**config.mk**
```make
export PLATFORM = sky130hd
export DESIGN_NAME = ram2e_dram_sched
export DESIGN_NICKNAME = d
export VERILOG_FILES = /design/src/rtl/ram2e_pkg.sv /design/src/rtl/ram2e_refresh_timer.sv /design/src/rtl/ram2e_dram_sched.sv
export SDC_FILE = /design/constraint.sdc
export NUM_CORES = 1
export LEC_CHECK = 0
export BUFFER_PORTS_ARGS = -buffer_cell sky130_fd_sc_hd__clkbuf_2
export CAP_MARGIN = 20
export CORE_MARGIN = 5
export CORE_UTILIZATION = 54
export DETAILED_ROUTE_END_ITERATION = 8
export GPL_ROUTABILITY_DRIVEN = 0
export PLACE_DENSITY = 0.81
export SETUP_SLACK_MARGIN = 0.5
export SKIP_LAST_GASP = 1
export SYNTH_ARGS = -nofsm -noshare
export SYNTH_HDL_FRONTEND = slang
export SYNTH_SLANG_ARGS = --single-unit
```
**constraint.sdc**
```tcl
create_clock -name C14M -period 2.98 [get_ports C14M]
set_input_delay 0.447 -clock C14M [delete_from_list [all_inputs] [get_ports C14M]]
set_output_delay 0.447 -clock C14M [all_outputs]
set_load 0.05 [all_outputs]
```
**src/rtl/ram2e_pkg.sv**
```systemverilog
// Shared constants for the RAM2E DRAM scheduler: state numbers of the
// 14-cycle PHI frame and the refresh credit width.
package ram2e_pkg;

    localparam int unsigned S_W      = 4;
    localparam int unsigned BANK_W   = 6;
    localparam int unsigned RA_W     = 4;
    localparam int unsigned CREDIT_W = 3;
    localparam int unsigned TIMER_W  = 4;

    localparam logic [S_W-1:0] ST_IDLE       = 4'd0;
    localparam logic [S_W-1:0] VID_RAS       = 4'd1;
    localparam logic [S_W-1:0] VID_CAS       = 4'd2;
    localparam logic [S_W-1:0] VID_LE        = 4'd3;
    localparam logic [S_W-1:0] REF           = 4'd5;
    localparam logic [S_W-1:0] CPU_ROW       = 4'd6;
    localparam logic [S_W-1:0] CPU_RAS_START = 4'd7;
    localparam logic [S_W-1:0] CPU_COL       = 4'd8;
    localparam logic [S_W-1:0] CPU_CAS_RD    = 4'd9;
    localparam logic [S_W-1:0] CPU_RAS_END   = 4'd11;
    localparam logic [S_W-1:0] CAS_OFF       = 4'd12;
    localparam logic [S_W-1:0] BANK_WR       = 4'd13;
    localparam logic [S_W-1:0] PARK          = 4'd15;

    localparam logic [CREDIT_W-1:0] CREDIT_MAX = 3'd7;

endpackage

```
**src/rtl/ram2e_refresh_timer.sv**
```systemverilog
// Refresh pacing: one credit every REF_INTERVAL sync events, consumed by
// RAS-only refresh grants; saturating count with a sticky overflow flag.
module ram2e_refresh_timer
    import ram2e_pkg::*;
#(
    parameter int unsigned REF_INTERVAL = 13
) (
    input  logic                clk,
    input  logic                rst_n,
    input  logic                sync,
    input  logic                grant,
    input  logic                ref_en,
    output logic [CREDIT_W-1:0] owed,
    output logic                ovf
);

    localparam logic [TIMER_W-1:0] TIMER_LAST = TIMER_W'(REF_INTERVAL - 1);

    logic [TIMER_W-1:0] timer;
    logic               add_c;
    logic               take_c;

    assign add_c  = sync & (timer == TIMER_LAST);
    assign take_c = grant & ref_en & (owed != '0);

    always_ff @(posedge clk or negedge rst_n) begin
        if (!rst_n) begin
            timer <= '0;
            owed  <= '0;
            ovf   <= 1'b0;
        end else begin
            if (sync) begin
                timer <= add_c ? '0 : timer + TIMER_W'(1);
            end
            // Add and take together cancel out.
            case ({add_c, take_c})
                2'b10: begin
                    if (owed == CREDIT_MAX) begin
                        ovf <= 1'b1;
                    end else begin
                        owed <= owed + CREDIT_W'(1);
                    end
                end
                2'b01:   owed <= owed - CREDIT_W'(1);
                default: ;
            endcase
        end
    end

endmodule

```
**src/rtl/ram2e_dram_sched.sv**
```systemverilog
// RAM2E DRAM scheduler: locks a 4-bit state counter to the Apple II PHI
// clock and sequences video, refresh and CPU DRAM cycles plus the bank register.
module ram2e_dram_sched
    import ram2e_pkg::*;
#(
    parameter int unsigned REF_INTERVAL = 13
) (
    input  logic                C14M,
    input  logic                nRST,
    input  logic                PHI1,
    input  logic                nWE80,
    input  logic                ref_en,
    input  logic                bank_wr_valid,
    input  logic [BANK_W-1:0]   bank_wr_data,
    output logic                bank_wr_ready,
    output logic                nRAS,
    output logic                nCAS,
    output logic [RA_W-1:0]     RA,
    output logic [S_W-1:0]      S,
    output logic                vd_le,
    output logic [CREDIT_W-1:0] ref_owed,
    output logic                ref_ovf,
    output logic                sync_lost
);

    logic              phi1_reg;
    logic              phi0_seen;
    logic              sync;
    logic              grant;
    logic [S_W-1:0]    s_next;
    logic [BANK_W-1:0] bank;
    logic              ras_c;
    logic              cas_high_c;
    logic              cas_low_c;
    logic              bank_ld_c;
    logic [RA_W-1:0]   ra_c;
    logic              unused_bank;

    assign sync        = PHI1 & ~phi1_reg & phi0_seen;
    assign grant       = (S == REF) & ref_en & (ref_owed != '0);
    assign unused_bank = bank[BANK_W-1];

    // Next state: resync on PHI rising edge, otherwise count until parked.
    always_comb begin
        s_next = S;
        if (sync) begin
            s_next = VID_RAS;
        end else if ((S != ST_IDLE) && (S != PARK)) begin
            s_next = S + S_W'(1);
        end
    end

    // Strobe and address decode; RA and the bank strobe follow the next state
    // so they line up with the S value they belong to.
    always_comb begin
        ras_c      = sync | (S == VID_RAS) | (S == VID_CAS) | grant
                   | ((S >= CPU_RAS_START) && (S <= CPU_RAS_END));
        cas_high_c = (S == ST_IDLE) | (S == VID_LE) | (S == CAS_OFF);
        cas_low_c  = (S == VID_CAS) | ((S == CPU_CAS_RD) & nWE80)
                   | ((S == CPU_RAS_END) & ~nWE80);
        bank_ld_c  = bank_wr_valid & (s_next == BANK_WR);
        ra_c       = '0;
        if ((s_next == CPU_ROW) || (s_next == CPU_RAS_START)) begin
            ra_c = {1'b0, bank[4:2]};
        end else if ((s_next >= CPU_COL) && (s_next <= CPU_RAS_END)) begin
            ra_c = {2'b00, bank[1:0]};
        end
    end

    always_ff @(posedge C14M or negedge nRST) begin
        if (!nRST) begin
            phi1_reg      <= 1'b0;
            phi0_seen     <= 1'b0;
            S             <= ST_IDLE;
            nRAS          <= 1'b1;
            nCAS          <= 1'b1;
            RA            <= '0;
            vd_le         <= 1'b0;
            sync_lost     <= 1'b0;
            bank          <= '0;
            bank_wr_ready <= 1'b0;
        end else begin
            phi1_reg <= PHI1;
            if (!PHI1) begin
                phi0_seen <= 1'b1;
            end
            S         <= s_next;
            nRAS      <= ~ras_c;
            // Set-high wins over a coincident drive-low.
            if (cas_high_c) begin
                nCAS <= 1'b1;
            end else if (cas_low_c) begin
                nCAS <= 1'b0;
            end
            RA            <= ra_c;
            vd_le         <= (S == VID_LE);
            sync_lost     <= (s_next == PARK);
            bank_wr_ready <= bank_ld_c;
            if (bank_ld_c) begin
                bank <= bank_wr_data;
            end
        end
    end

    ram2e_refresh_timer #(
        .REF_INTERVAL(REF_INTERVAL)
    ) u_refresh (
        .clk   (C14M),
        .rst_n (nRST),
        .sync  (sync),
        .grant (grant),
        .ref_en(ref_en),
        .owed  (ref_owed),
        .ovf   (ref_ovf)
    );

endmodule
```
Word-level counts from Yosys, hierarchy flattened
Cells that the tools add are included.

Memories kept: 0. Memory bits (read-only): 0. Output and inout bits: 17. Memory bits (writable): 0. Bits in registers: 28. Logic and storage cells: 79. Bits of input ports: 12. Latch bits: 0.

Magnitude comparators: 4. Reduce and logical (&&, ||, !) cells: 11. Equal/unequal tests: 17. Bitwise operators: 21. Multipliers: 0. $add $sub $neg: 4. Shifts and indexed selects: 0. Divide/modulo/power cells: 0. Mux-type cells: 9.

Operators with widths (number): $eq 4x4->1 const B (6); $eq 4x3->1 const B (3); $mux 4 (3); $and 1x1->1 (10); $add 4x1->4 const B (2); $eq 4x2->1 const B (2); $le 4x4->1 const B (2); $or 1x1->1 (8); $mux 3 (2); $pmux 3 s2 (1); $eq 4x1->1 const B (1); $ge 4x3->1 const B (1); $ge 4x4->1 const B (1); $logic_not 4->1 (1); $ne 4x4->1 const B (1); $reduce_and 2->1 (2); $reduce_bool 2->1 (2); $reduce_bool 4->1 (1); $add 3x1->3 const B (1); $eq 3x3->1 const B (1); $logic_and 1x1->1 (3); $not 1->1 (3); $reduce_bool 3->1 (1); $sub 3x1->3 const B (1); other kinds (6) (7).

Depth between registers and ports, before layout
Gate-level depths: netlist of run 1.

Depth after elaboration: 8. Gate-level depth with buffers: 10. Mapped depth without buffers: 10.

Modules after synthesis
From an unflattened synthesis of run 1, not the netlist that was laid out.

Cell total of the unflattened synthesis: 148. Area total of the unflattened synthesis: 1534.0 um^2.

Modules (own cells, without submodules): ram2e_dram_sched (sequential area each 478.0 um^2, cells each 85, area an instance 972.2 um^2, instances 1); ram2e_refresh_timer (sequential area each 200.2 um^2, cells each 63, area an instance 561.8 um^2, instances 1).

Worst setup path after synthesis of run 1
Ideal clock, no wire load.

Path kind: register to register. Start point: register S[2]. End point: register u_refresh.owed[1]. Arrival time: 2523 ps. Setup time: 126 ps. Clock period less this slack: 2649 ps. Data required time: 2854 ps. Stages on the path, launching flop included: 10. Setup slack: 331 ps. Path buffers: 2. Path through: dfrtp_1 buf_6 buf_2 nand4b_1 a21oi_1 o21ai_0 fa_1 inv_1 a311o_1 a221o_1.

Longest elaborated chain between the ends: 8. Elaborated cells between the ends (all ways): 11. Classes of those cells: eq/ne: 4; mux: 1; bitwise: 4; reduce/logical: 2.

RTL lines: from (decl) (RTL line ram2e_dram_sched.sv:19) `output logic [S_W-1:0] S,`; from (signal assigned) (RTL line ram2e_dram_sched.sv:87) `S <= s_next;`; $eq 4x3->1 (*) (RTL line ram2e_dram_sched.sv:40) `assign grant = (S == REF) & ref_en & (ref_owed != '0);`; $and 1x1->1 (*) (2 in series) (RTL line ram2e_dram_sched.sv:40); $and 1x1->1 (*) (2 in series) (RTL line ram2e_refresh_timer.sv:24) `assign take_c = grant & ref_en & (owed != '0);`; $eq 2x2->1 or $eq 2x1->1 (tied branches) (RTL line ram2e_refresh_timer.sv:36) `case ({add_c, take_c})`; $ne 2x2->1 (no source line) or $reduce_bool 2->1 (tied branches); $reduce_and 2->1 (no source line); to (signal assigned) (RTL line ram2e_refresh_timer.sv:41) `owed <= owed + CREDIT_W'(1);`; to (signal assigned) (RTL line ram2e_refresh_timer.sv:44) `2'b01: owed <= owed - CREDIT_W'(1);`; to (decl) (RTL line ram2e_refresh_timer.sv:13) `output logic [CREDIT_W-1:0] owed,`.

Every way passes the cells marked *; elsewhere a longest branch is shown, timed or not. A chain may end at the register's enable or synchronous reset.

Worst setup path in the final report of run 1
Start point: register S[1]. End point: register u_refresh.owed[1].

The elaborated chain is that of the path after synthesis.

==> results of run 1 <==
## per-layer routing
metal	routed length, um	share of wire	track usage
met1	1360	0.43	0.217
met2	1640	0.51	0.292
met3	152	0.048	0.0266
met4	33	0.010	0.0468
met5	0	0	0
## repair_timing
| action | CTS | global route |
|---|---|---|
| pin swaps | 0 | 1 |
| endpoints found under the hold margin | 0 | 0 |
| hold buffers | 0 | 0 |
| endpoints found under the setup margin | 1 | 2 |
| gates resized for setup | 1 | 4 |
| setup buffers | 1 | 2 |
## logic make-up (layout without fill, tap and decap cells)
group / Yosys count / after routing / share of synthesized area
other cells: 1 / 1 / 0.00244
compound gates: 35 / 35 / 0.174
buf+inv: 18 / 44 / 0.0554
flops: 27 / 27 / 0.442
fa+ha+maj: 7 / 7 / 0.0619
simple gates: 53 / 53 / 0.192
xor+xnor: 3 / 3 / 0.0171
mux: 8 / 8 / 0.0562
## final timing paths
path                       startpoint                 to  cells past startpoint
setup / recovery                 S[1]  u_refresh.owed[1]                      9
hold / removal                   nRST  u_refresh.owed[1]                      1
setup reg to reg                 S[1]  u_refresh.owed[1]                      9
hold reg to reg               bank[4]              RA[2]                      2
max in group asynchronous        nRST               S[0]                      1
min in group C14M                PHI1           phi1_reg                      1
## layout make-up
cell class	instances	area, um2
clock inverter	1	7.51
fill	209	995
clock buffer	3	22.5
timing repair buffer	29	153
multi-input combinational	107	792
inverter	11	41.3
tap	31	38.8
sequential	27	684
## synth_stat cells, types with 4 or more instances
cell,n
nand3_1,5
dfrtp_1,25
inv_1,11
nand2b_1,4
mux2_2,5
nor2_1,11
o21ai_0,8
nor3_1,4
nand2_1,15
ha_1,6
a21oi_1,7
## worst reg2reg max path, delay by kind of cell (launching register included)
| family | cells | cell delay (ns) |
|---|---|---|
| AO/OA/AOI/OAI | 4 | 0.85 |
| flip-flops | 1 | 0.44 |
| buffers and inverters | 2 | 0.15 |
| adder cells (fa/ha/maj) | 2 | 0.64 |
| AND/OR/NAND/NOR | 1 | 0.16 |
## where the power goes
group          internal, mW  switching, mW
Combinational         0.377          0.759
Clock                0.0514          0.114
Sequential            0.508          0.170
## cells in the final DEF, fill, tap and decap left out, types with 2 or more instances in the layout
| master | instances |
|---|---|
| inv_1 | 10 |
| nand2_1 | 15 |
| nor4_1 | 2 |
| dfrtp_1 | 20 |
| buf_4 | 3 |
| xnor2_1 | 2 |
| nand4b_1 | 3 |
| clkbuf_4 | 3 |
| and3b_1 | 2 |
| a221o_1 | 2 |
| nand2b_1 | 4 |
| mux2i_1 | 3 |
| nor2_1 | 11 |
| o21ai_0 | 7 |
| nand3_1 | 5 |
| nor3_1 | 4 |
| ha_1 | 5 |
| dfrtp_2 | 5 |
| o22ai_1 | 3 |
| mux2_2 | 5 |
| a21oi_1 | 6 |
| clkbuf_2 | 26 |
| a221oi_1 | 3 |
| a22o_1 | 2 |
| dfstp_2 | 2 |
| and4b_1 | 2 |
## metrics by stage
step / util / worst slack, ns
final: 0.636 / 0.654
after global routing: 0.636 / 0.524
after CTS: 0.625 / 0.516
after detailed placement: 0.610 / 0.447
after global placement: 0.610 / 0.491
after floorplan: - / 0.509
==> metrics.txt, run 1 <==
outcome=completed; max_cap viols=0; wire length per cell=15.3 um; CTS buffer count=3; Largest regs=bank x5, S x4, u_refresh.timer x4; I/O pin total=29; Non-Filler Instances=209; Max Fclk=0.430 GHz; Post-synth EDFFs=0; Tmin final=2.33 ns; crit end category=flop; critical path fanouts, max=4; largest net degree at the start of global routing=28; Post-Syn Area=1540 um2; Synth top area share=0.407; Routed Antenna Nets=0; vias in the first global route=1224; Cells after Synth=152; CP cell instances=inv_2, ha_4, nand4b_1, a21oi_2, o21ai_2, fa_1, inv_1, a311o_1, a221o_1; Seq cells post-synth=27; Port Buffers=26; critical path launch point type=flop; placed cells=202; FFs w/ async S/R, synth=1.00; Syn. warnings=0; RSZ-0062 raised after global routing=no; Largest Register=bank; R2R Setup Slk=0.65 ns; Setup TNS=0 ns; Worst path max stage delay=0.50 ns; Chip Width=63.3 um; Slew headroom=0.557; Overflow after GRT=0; Hold Slack=0.113 ns; CTS root buffer=clkbuf_4; VDD IR-drop max=0.848 mV; Post-synth top flop=dfrtp_1; total track usage=0.169; Slew Limit Fails=0; worst slew pin tran=0.664 ns; critical path class=flop to flop; Clock Path Buffers=2; Skew-Pair Late Insertion Delay=0.33 ns; share of layout cells above drive strength 1=0.292; Final Power=1.98 mW; Initial Util=0.562; final WL=3190 um; Hold WC Path Type=input port to async pin; Clk pin slew, worst setup/hold paths=0.15 ns; htree depth=1; full die area=4010 um2; Core Area=2730 um2; fin area=1740 um2; initial antenna violation count=0; sequential-to-total area share from yosys stat=0.442; global-route wire length before repair=5510 um; Rows=19; CP bufs+invs=2; max reg flops=5; syn_nets=171; Synth area leader=dfrtp_1; area grow syn2layout=13.3%; Final Hold Viols=0; # clock sinks=27; Area after DPL=1670 um2; number of detailed-route iterations in the first pass=4; delay-heaviest family, CP=compound AO/OA/AOI/OAI gates; DR vias/cell=5.98; crit path DAT=2.56 ns; leakage power=0.806 nW; Critical Path RT=3.22 ns; Max Clock Skew=0.00485 ns; Final setup viols=0; dpl hpwl=2340 um; diodes inserted=0; number of library cell types mapped by synthesis=45; Slowest-stage cell, CP=fa_1; Nets=198; top post-synthesis cells by area=dfrtp_1 41%, ha_1 4.9%, mux2_2 3.7%, nand2_1 3.7%, dfstp_2 3.4%; First DRT Iteration DRCs=61; Tcrit/Tclk final=0.780; CTS tree=built; detailed-route DRC error count=0; Die Ht=63.3 um; via count=1249; syn_area_per_cell=10.1 um2; total power divided by cell area=1140 nW/um2
Power figures use the tool's default switching activity.
==> run 2: changes to the inputs <==
clock period = 2.2 ns   (was 2.98 ns; I/O delays follow)
==> metrics.txt, run 2 (synthesis results as in run 1) <==
Nets=224 (+13%); most common cell after layout, fill and taps aside=clkbuf_2; via count=1405 (+12%); total track usage=0.209 (+0.0400); diodes inserted=0 (unchanged); number of detailed-route iterations in the first pass=4 (unchanged); Tcrit/Tclk final=1.04 (+0.259); CTS tree=built; Area after DPL=1810 um2 (+8.6%); Tmin final=2.29 ns (-0.0397 ns); Clock Path Buffers=2 (unchanged); Clk pin slew, worst setup/hold paths=0.17 ns (+0.02 ns); most frequent cells in the layout=26 x clkbuf_2, 22 x buf_4, 20 x dfrtp_1, 14 x nand2_1; R2R Setup Slk=-0.09 ns (-0.74 ns); Port Buffers=26 (unchanged); initial antenna violation count=0 (unchanged); wire length per cell=17.9 um (+17%); DR vias/cell=5.98 (about the same); Rows=19 (unchanged); CP cell instances=inv_2, ha_4, nand4b_1, a21oi_2, o21ai_1, fa_1, inv_1, a311o_1, a221o_1; Slowest-stage cell, CP=fa_1; worst r2r src=S[1]; max reg flops=5 (unchanged); VDD IR-drop max=1.44 mV (+69%); crit path launch=S[1]; Die Ht=63.3 um (unchanged); Largest regs=bank x5, S x4, u_refresh.timer x4; Chip Width=63.3 um (unchanged); share of layout cells above drive strength 1=0.441 (+0.149); Hold Slack=-0.0250 ns (-0.138 ns); worst slew pin tran=0.690 ns (+0.0257 ns); largest net degree at the start of global routing=28 (unchanged); Overflow after GRT=0 (unchanged); Slew headroom=0.540 (-0.0171); Routed Antenna Nets=0 (unchanged); Max Clock Skew=0.0101 ns (+0.00520 ns); failing checks=hold timing, setup timing; delay-heaviest family, CP=compound AO/OA/AOI/OAI gates; CTS buffer count=3 (unchanged); RSZ-0062 raised after global routing=yes; FF+latch area=684 um2 (unchanged); CP bufs+invs=2 (unchanged); Initial Util=0.562 (unchanged); area grow syn2layout=34.3%; Filler Cell Count=170 (-19%); dpl hpwl=2720 um (+16%); CTS root buffer=clkbuf_4; Max Fclk=0.437 GHz (+1.7%); total power divided by cell area=1680 nW/um2 (+47%); Final Hold Viols=25 (+25); fin area=2060 um2 (+19%); crit end category=flop; critical path fanouts, max=3 (-1); hold_buf cts=0 (unchanged); worst setup margin=-0.0858 ns (-0.740 ns); max_cap viols=0 (unchanged); I/O pin total=29 (unchanged); detailed-route DRC error count=0 (unchanged); Final setup viols=1 (+1); Crit path depth=9 (unchanged); worst reg2reg path depth=9 (unchanged); Final Power=3.46 mW (+75%); critical path class=flop to flop; capturing point of the worst reg2reg path=u_refresh.owed[1]; critical path launch point type=flop; vias in the first global route=1426 (+17%); First DRT Iteration DRCs=76 (+25%); Hold WC Path Type=input port to async pin; Slew Limit Fails=0 (unchanged); final core occ=0.754 (+0.118); Critical Path RT=2.47 ns (-0.75 ns); # clock sinks=27 (unchanged); outcome=complete, but fails checks; htree depth=1 (unchanged); Largest Register=bank; Skew-Pair Late Insertion Delay=0.36 ns (+0.03 ns); final WL=4210 um (+32%); Core Area=2730 um2 (unchanged); Multi-input gate area=891 um2 (+12%); Worst path max stage delay=0.50 ns (about the same); crit path DAT=2.55 ns (about the same); full die area=4010 um2 (unchanged); end of the critical path=u_refresh.owed[1]; global-route wire length before repair=6740 um (+22%); leakage power=0.953 nW (+18%)
[run 2: changes by cell type in the layout (fill, tap and decap cells not counted), moves of 3 or more]
cell and delta:
mux2_4 +5, buf_4 +19, buf_6 +7, nor2_1 -3
mux2_2 -5
[run 2: metrics by stage]
| step | hold slack (ns) | std cells | setup TNS, ns | worst slack (ns) |
|---|---|---|---|---|
| after floorplan | 0.0344 | 152 | -0.236 | -0.218 |
| after detailed placement | 0.395 | 219 | -0.115 | -0.115 |
| after global routing | 0.0348 | 235 | -0.409 | -0.140 |
| final | -0.0250 | 235 | -0.0858 | -0.0858 |
| after CTS | 0.00760 | 229 | -0.0840 | -0.0840 |
| after global placement | 0.382 | 219 | 0 | 0.0103 |
[run 2: per-layer routing]
metal | GRT usage | vias to the layer above | share of wire | wire (um)
met5 | 0 | - | 0 | 0
met4 | 0.0883 | 0 | 0.028 | 116
met3 | 0.0302 | 11 | 0.050 | 211
met2 | 0.377 | 48 | 0.53 | 2230
met1 | 0.242 | 694 | 0.39 | 1650
li1 | - | 652 | - | -
[run 2: final cells by class]
| class | instances | share of cell area |
|---|---|---|
| tap | 31 | 0.0188 |
| sequential | 27 | 0.332 |
| multi-input combinational | 107 | 0.432 |
| timing repair buffer | 55 | 0.181 |
| clock buffer | 3 | 0.0109 |
| clock inverter | 1 | 0.00364 |
| inverter | 11 | 0.0212 |
[run 2: how the worst min path moves through the flow]
stage | slack [ns] | cells after the start | end | startpoint
finish | -0.03 | 1 | u_refresh.ovf | nRST
global route | 0.03 | 1 | u_refresh.ovf | nRST
CTS | 0.008 | 1 | u_refresh.ovf | nRST
detailed placement | 0.40 | 1 | u_refresh.ovf | nRST
global placement | 0.38 | 1 | vd_le | nRST
floorplan | 0.03 | 0 | RA[0] | nRST
[run 2: worst reg2reg max path: stages, from the launching register on]
cell      delay (ns)
dfrtp_2         0.44
inv_2           0.08
ha_4            0.13
nand4b_1        0.13
a21oi_2         0.16
o21ai_1         0.10
fa_1            0.50
inv_1           0.08
a311o_1         0.28
a221o_1         0.31
[run 2: timing repair]
action,4_1_cts,5_1_grt
pin swaps,6,7
hold endpoints to repair,0,0
setup endpoints to repair,13,14
resized for setup,21,10
setup buffers,6,6
[run 2: power breakdown]
| group | leakage, nW | switching [mW] | internal [mW] |
|---|---|---|---|
| registers | 0.329 | 0.123 | 0.689 |
| clock network | 0.0139 | 0.174 | 0.0701 |
| logic | 0.610 | 1.42 | 0.980 |
| total | 0.953 | 1.72 | 1.74 |
==> run 3: changes to the inputs <==
CELL_PAD_IN_SITES_DETAIL_PLACEMENT = 0   (was unset)
CELL_PAD_IN_SITES_GLOBAL_PLACEMENT = 1   (was unset)
CORE_UTILIZATION = 42   (was 54)
==> metrics.txt, run 3 (synthesis results as in run 1) <==
vias in the first global route=1352 (-5.2%); CP cell instances=inv_2, ha_4, nand4b_1, a21oi_2, o21ai_2, fa_1, inv_1, a311o_1, a221o_1; Die Ht=70.5 um (+11%); # clock sinks=27 (unchanged); Worst path max stage delay=0.51 ns (about the same); dpl hpwl=2560 um (-5.7%); max_cap viols=0 (unchanged); Final Power=3.33 mW (-3.5%); Slew Limit Fails=0 (unchanged); Largest Register=bank; CP bufs+invs=2 (unchanged); Max Clock Skew=0.00425 ns (-0.00580 ns); Overflow after GRT=0 (unchanged); Chip Width=70.5 um (+11%); DR vias/cell=5.38 (-10%); Final Hold Viols=0 (-100%); Critical Path RT=2.37 ns (-0.10 ns); total power divided by cell area=1570 nW/um2 (-6.2%); wire length per cell=14.7 um (-18%); placed cells=238 (+8.7%); Slew headroom=0.565 (+0.0248); First DRT Iteration DRCs=52 (-32%); global-route wire length before repair=6220 um (-7.8%); I/O pin total=29 (unchanged); largest net degree at the start of global routing=28 (unchanged); area grow syn2layout=38.1%; crit path DAT=2.48 ns (-0.07 ns); total track usage=0.152 (-0.0572); CTS root buffer=clkbuf_8; worst slew pin tran=0.653 ns (-0.0373 ns); outcome=complete, but fails checks; most frequent cells in the layout=26 x clkbuf_2, 26 x buf_4, 20 x dfrtp_1, 15 x nand2_1; worst setup margin=-0.115 ns (-0.0296 ns); Max Fclk=0.432 GHz (-1.3%); Port Buffers=26 (unchanged); Clk pin slew, worst setup/hold paths=0.10 ns (-0.07 ns); CTS buffer count=3 (unchanged); share of layout cells above drive strength 1=0.456 (+0.0151); VDD IR-drop max=0.963 mV (-33%); diodes inserted=0 (unchanged); initial antenna violation count=0 (unchanged); Tmin final=2.32 ns (+0.0296 ns); critical path launch point type=flop; Non-Filler Instances=254 (+8.1%); Initial Util=0.426 (-0.136); RSZ-0062 raised after global routing=yes; full die area=4960 um2 (+24%); Area after DPL=1850 um2 (+2.0%); final WL=3730 um (-11%); Clock Path Buffers=2 (unchanged); leakage power=0.976 nW (+2.3%); CTS tree=built; Tcrit/Tclk final=1.05 (+0.0135); critical path class=flop to flop; max reg flops=5 (unchanged); Nets=226 (+0.89%); Setup TNS=-0.115 ns (-0.0296 ns); number of detailed-route iterations in the first pass=4 (unchanged); fin area=2120 um2 (+2.9%); critical path fanouts, max=3 (unchanged); Core Area=3610 um2 (+32%); Rows=22 (+3); detailed-route DRC error count=0 (unchanged); Final setup viols=1 (unchanged); htree depth=1 (unchanged); Slowest-stage cell, CP=fa_1; delay-heaviest family, CP=compound AO/OA/AOI/OAI gates; Hold WC Path Type=input port to async pin; hold_buf cts=0 (unchanged); Routed Antenna Nets=0 (unchanged); failing checks=setup timing; via count=1366 (-2.8%); crit end category=flop; Skew-Pair Late Insertion Delay=0.27 ns (-0.09 ns); Largest regs=bank x5, S x4, u_refresh.timer x4
==> run 3: changes by cell type in the layout (fill, tap and decap cells not counted), sizes merged <==
cell and change:
clkinvlp -1, buf +2, inv +1
==> run 3: final timing paths <==
path                                from                end  slack, ns  depth (start not counted)
min reg2reg                u_refresh.ovf      u_refresh.ovf       0.48                          1
max reg2reg                         S[1]  u_refresh.owed[1]      -0.12                          9
min                                 nRST      u_refresh.ovf       0.06                          1
min in group C14M                   PHI1           phi1_reg       0.23                          1
max in group asynchronous           nRST               S[2]       1.68                          1
max                                 S[1]  u_refresh.owed[1]      -0.12                          9
==> run 3: what timing repair did <==
item                       in CTS  in global routing
resized for setup              15                 16
setup buffers                   6                  6
pin swaps                       4                  5
setup endpoints to repair      13                 13
==> run 3: worst register-to-register path: cells and delay by family (launching register included) <==
family / cells / cell delay (ns)
AOI/OAI and AO/OA: 4 / 0.86
adders and majority gates: 2 / 0.63
DFF: 1 / 0.42
and+or+nand+nor: 1 / 0.15
buffers and inverters: 2 / 0.14
==> run 3: final cells by class <==
cell class                      instances  area [um2]
Clock buffer                            3        41.3
Multi-Input combinational cell        107         898
Sequential cell                        27         684
Tap cell                               48        60.1
Fill cell                             322        1490
Inverter                               11        46.3
Timing Repair Buffer                   57         382
Clock inverter                          1        8.76
==> run 3: report_power, final <==
group	internal, mW	switching (mW)	leakage [nW]
registers	0.690	0.116	0.329
logic	0.897	1.33	0.620
clock network	0.133	0.168	0.0261
==> run 3: through the flow <==
step,utilization,hold slack [ns],worst slack [ns]
after floorplan,-,0.0344,-0.218
after global placement,0.512,0.381,-0.00411
after detailed placement,0.512,0.399,-0.0789
after CTS,0.556,0.0936,-0.0603
after global routing,0.588,0.111,-0.192
final,0.588,0.0647,-0.115
==> run 3: layer usage <==
layer | share of wire | track usage | up-vias
li1 | - | - | 654
met1 | 0.40 | 0.180 | 673
met2 | 0.54 | 0.280 | 35
met3 | 0.044 | 0.0317 | 4
met4 | 0.0064 | 0.0277 | 0
met5 | 0 | 0 | -
